--- config.mk ---
export PLATFORM = sky130hd
export DESIGN_NAME = tick_scheduler
export DESIGN_NICKNAME = d
export VERILOG_FILES = /design/src/rtl/tick_scheduler.sv
export SDC_FILE = /design/constraint.sdc
export NUM_CORES = 1
export LEC_CHECK = 0
export CELL_PAD_IN_SITES_DETAIL_PLACEMENT = 0
export CELL_PAD_IN_SITES_GLOBAL_PLACEMENT = 1
export CORE_MARGIN = 2
export CORE_UTILIZATION = 50
export DETAILED_ROUTE_END_ITERATION = 6
export PLACE_DENSITY_LB_ADDON = 0.1
export SLEW_MARGIN = 0
export SYNTH_ARGS = -nofsm -noshare
export SYNTH_HDL_FRONTEND = slang
export SYNTH_SLANG_ARGS = --single-unit
--- constraint.sdc ---
create_clock -name clk -period 4.05 [get_ports clk]
set_clock_uncertainty 0.05 [all_clocks]
set_input_delay 1.0125 -clock clk [delete_from_list [all_inputs] [get_ports clk]]
set_output_delay 1.0125 -clock clk [all_outputs]
set_load 0.02 [all_outputs]
--- src/rtl/tick_scheduler.sv ---
// tick_scheduler: 1 ms prescaler driving NUM_CH periodic one-cycle clk-enable channels.
// Define TICK_SCHED_MS_COUNT_EN to add the free-running 16-bit ms_count output.
module tick_scheduler #(
  parameter int CLK_DIV  = 50000,
  parameter int NUM_CH   = 4,
  parameter int PERIOD_W = 10,
  parameter int CH_W     = 2
) (
  input  logic                clk,
  input  logic                rst,
  input  logic                run,
  input  logic [NUM_CH-1:0]   ch_en,
  input  logic                cfg_we,
  input  logic [CH_W-1:0]     cfg_ch,
  input  logic [PERIOD_W-1:0] cfg_period,
  output logic                cfg_ack,
  output logic                tick_ms,
`ifdef TICK_SCHED_MS_COUNT_EN
  output logic [15:0]         ms_count,
`endif
  output logic [NUM_CH-1:0]   ch_tick
);
  localparam int PS_W = $clog2(CLK_DIV);
  localparam logic [PS_W-1:0] PS_MAX = PS_W'(CLK_DIV - 1);
  logic [PS_W-1:0] ps;
  logic [PERIOD_W-1:0] period [NUM_CH];
  logic [PERIOD_W-1:0] cnt [NUM_CH];
  logic step;
  // A tick_ms already registered when run drops is discarded here.
  assign step = tick_ms & run;
  always_ff @(posedge clk) begin
    if (rst) begin
      ps <= '0;
      tick_ms <= 1'b0;
      cfg_ack <= 1'b0;
      ch_tick <= '0;
      for (int i = 0; i < NUM_CH; i++) begin
        period[i] <= '0;
        cnt[i] <= '0;
      end
    end else begin
      tick_ms <= run && ps == PS_MAX;
      if (run) ps <= ps == PS_MAX ? '0 : ps + 1'b1;
      cfg_ack <= cfg_we && 32'(cfg_ch) < NUM_CH;
      for (int i = 0; i < NUM_CH; i++) begin
        ch_tick[i] <= 1'b0;
        // A write to this channel takes priority over any expiry in the same cycle.
        if (cfg_we && 32'(cfg_ch) == i) begin
          period[i] <= cfg_period;
          cnt[i] <= cfg_period;
        end else if (!ch_en[i]) begin
          cnt[i] <= period[i];
        end else if (period[i] == '0) begin
          cnt[i] <= '0;
        end else if (step) begin
          ch_tick[i] <= (cnt[i] <= PERIOD_W'(1));
          cnt[i] <= (cnt[i] <= PERIOD_W'(1)) ? period[i] : cnt[i] - 1'b1;
        end
      end
    end
  end
`ifdef TICK_SCHED_MS_COUNT_EN
  always_ff @(posedge clk) begin
    if (rst) ms_count <= '0;
    else if (step) ms_count <= ms_count + 16'd1;
  end
`endif
endmodule

==> impl_metrics.tcl <==
set metrics [dict create \
    finalMaxSlewViolations 0 \
    cts_tree "done" \
    synthTopCellsByCount "edfxtp_1 (80), nor2_1 (80), mux2i_1 (36), and2_1 (30), dfxtp_1 (22)" \
    tightest_slew_ns 0.969 \
    post-dp-hpwl_mm 9.78 \
    drc 0 \
    viasPerCell 6.00 \
    max-cap-violations 0 \
    powerDensity_nw_per_um2 387 \
    clkLatencyLatePin_ns 0.35 \
    drt_iter0_drc 316 \
    synth_area_leader_cell "edfxtp_1" \
    fin_util_pct 57.2 \
    critical_path_buf_inv_count 1 \
    fin_nets 603 \
    synthTopCellsByArea "edfxtp_1 (42%), dfxtp_1 (7.6%), mux2i_1 (6.2%), nor2_1 (5.2%), and2_1 (3.2%)" \
    busiest_layer "met2" \
    setup-violations-final 0 \
    synth.distinct_cells 56 \
    startpoint "cfg_ch[1]" \
    die_y_um 112 \
    worstPathMaxFanout 12 \
    antenna_found_initial 0 \
    nFillCells 1027 \
    async_reset_ff_share_pct 0 \
    layout-drive-gt1-share_pct 8.29 \
    worst-setup-path-type "input port to flip-flop" \
    yosysTopAreaCellShare_pct 41.6 \
    crit_required_ns 4.20 \
    cp-start-kind "input port" \
    max_freq_ghz 0.330 \
    yosysWarnings 0 \
    ant_nets 0 \
    synth_area_per_cell_sq_um 10.6 \
    hold_class "flip-flop to flip-flop" \
    die_w_um 112 \
    period_share_pct 74.8 \
    slew_headroom_pct 34.8 \
    cts_resized 0 \
    run_status "complete, no violations" \
    worst_ep_arrival_time_ns 3.18 \
    synth_edf_count 80 \
    ir_drop_uv 201 \
    path_delay_family "simple AND/OR/NAND/NOR gates" \
    syn_area_sq_um 5780 \
    clk_path_buf_depth 2 \
    fin_tns_setup_ns 0 \
    clk_pin_slew_ns 0.07 \
    met3_usage_pct 3.54 \
    fin_crit_ns 3.03 \
    wl_per_cell_um 18.9 \
    p_leak_uw 0.00253 \
    grt_pass1_vias 4286 \
    cts_hold_buf 0 \
    initial_core_util_pct 50.8 \
    crit_path_top_delay_cell "clkdlybuf4s50_1" \
    end_kind "flip-flop" \
    numCtsBuffers 9 \
    slowest_delay_ns 0.58 \
    vias 4334 \
    antenna_cells 0 \
    ctsRootBufferMaster "clkbuf_16" \
    multiInputGateArea_sq_um 2790 \
    ys_seq_area_share_pct 49.2 \
    grt_pass1_wl_mm 22.4 \
    hp-start "ps[15]" \
    rows 39 \
    syn_nets 576 \
    synthCells 547 \
    rsz0062_at_grt "no" \
    place_congestion 0.843 \
    ys_ff_latch 102 \
    cts_setup_buffers 0 \
    ios 26 \
    first_pass_iters 4 \
    htree_num_levels 3 \
    grt_start_max_net_pins 17 \
    cp_cell_sequence "clkdlybuf4s50_1 -> and3b_1 -> nor3b_1 -> nand3_1 -> o32a_1 -> nor2_1" \
    clock-sinks 102 \
    yosys_most_used_dff "edfxtp_1" \
    grtUsageMet2_pct 38.2 \
    grt_overflow 0 \
    final_hold_viol_count 0 \
    fp.dieArea_sq_um 12400 \
    seq_area_sq_um 2840 \
    grt_usage_pct 22.8 \
    areaGrowthSynthToFinish_pct 12.6 \
    portBuffers 25 \
    r2r_start "cnt[0][0]" \
    core_sq_um 11400 \
    grtUsageMet1_pct 31.3 \
    routed_wl_mm 13.7 \
]
==> stage by stage <==
step / instances / hold slack [ns] / setup slack [ns] / power, uW / instance area, sq um
6_report: 722 / 0.491 / 1.02 / 2520 / 6500
5_1_grt: 722 / 0.537 / 0.872 / 2620 / 6500
4_1_cts: 722 / 0.490 / 1.06 / 2530 / 6500
3_5_place_dp: 706 / 0.471 / 0.712 / 1660 / 6200
3_3_place_gp: 706 / 0.458 / 0.762 / 1650 / 6200
2_1_floorplan: 547 / 0.435 / 1.29 / 1540 / 5780
==> layout make-up <==
type                    count  area share (%)
clock buffers              11            3.73
clock inverters             5           0.904
inverters                  17           0.981
multi-input cells         409            42.9
flip-flops and latches    102            43.7
well taps                 143            2.75
repair buffers             35            5.00
==> worst reg2reg max path, delay by kind of cell, from the launching register on <==
kind / cells / cell delay [ns]
AND/OR/NAND/NOR: 2 / 0.73
flip-flops: 1 / 0.50
AO/OA/AOI/OAI: 2 / 0.42
adder cells (fa/ha/maj): 1 / 0.34
multiplexers: 1 / 0.28
buffers and inverters: 1 / 0.13
==> worst paths after layout <==
kind,depth (start not counted),endpoint,slack [ns]
min,2,ps[15],0.49
max reg2reg,7,cnt[0][0],1.36
min reg2reg,2,ps[15],0.49
max,6,cnt[1][1],1.02
==> state kept, by name, indices dropped and copies added, names as in the netlist <==
name / flops
cnt: 40
period: 40
ps: 16
ch_tick: 4
cfg_ack: 1
tick_ms: 1
==> cells in the final DEF (no fill, tap or decap), types with 9 or more instances in the layout <==
master	synthesis	routed
xnor2_1	19	19
edfxtp_1	80	80
nor4_1	14	14
a211o_1	17	17
ha_1	9	9
dfxtp_1	22	22
inv_1	17	17
nand3_1	13	13
xor2_1	19	19
clkbuf_16	0	9
nor3_1	21	21
nor2_1	80	80
nand2_1	18	18
buf_4	1	10
mux2i_1	36	36
and3_1	16	16
and2_1	30	30
o22a_1	12	12
or2_2	9	9
clkdlybuf4s50_1	0	25
==> per-layer routing <==
metal / wire length, um / share of wire [%]
met4: 177 / 1.3
met1: 6460 / 47
met3: 401 / 2.9
met2: 6620 / 48
met5: 0 / 0
==> cells by family (layout without fill, tap and decap cells) <==
| kind of cell | after synthesis | in the layout | share of synthesized area, % |
|---|---|---|---|
| mux | 36 | 36 | 6.24 |
| fa+ha+maj | 9 | 9 | 1.95 |
| xor+xnor | 38 | 38 | 5.76 |
| compound gates | 77 | 77 | 11.0 |
| flops | 102 | 102 | 49.2 |
| simple gates | 249 | 249 | 23.3 |
| buf+inv | 36 | 68 | 2.58 |
==> report_power, final <==
part	switching (uW)	internal, uW	total (uW)	leakage [uW]
Clock	385	497	882	0.000142
Sequential	68.1	1210	1270	0.00101
Combinational	196	165	361	0.00137
Total	649	1870	2520	0.00253
Note: power is estimated with default switching activity, not from simulation.
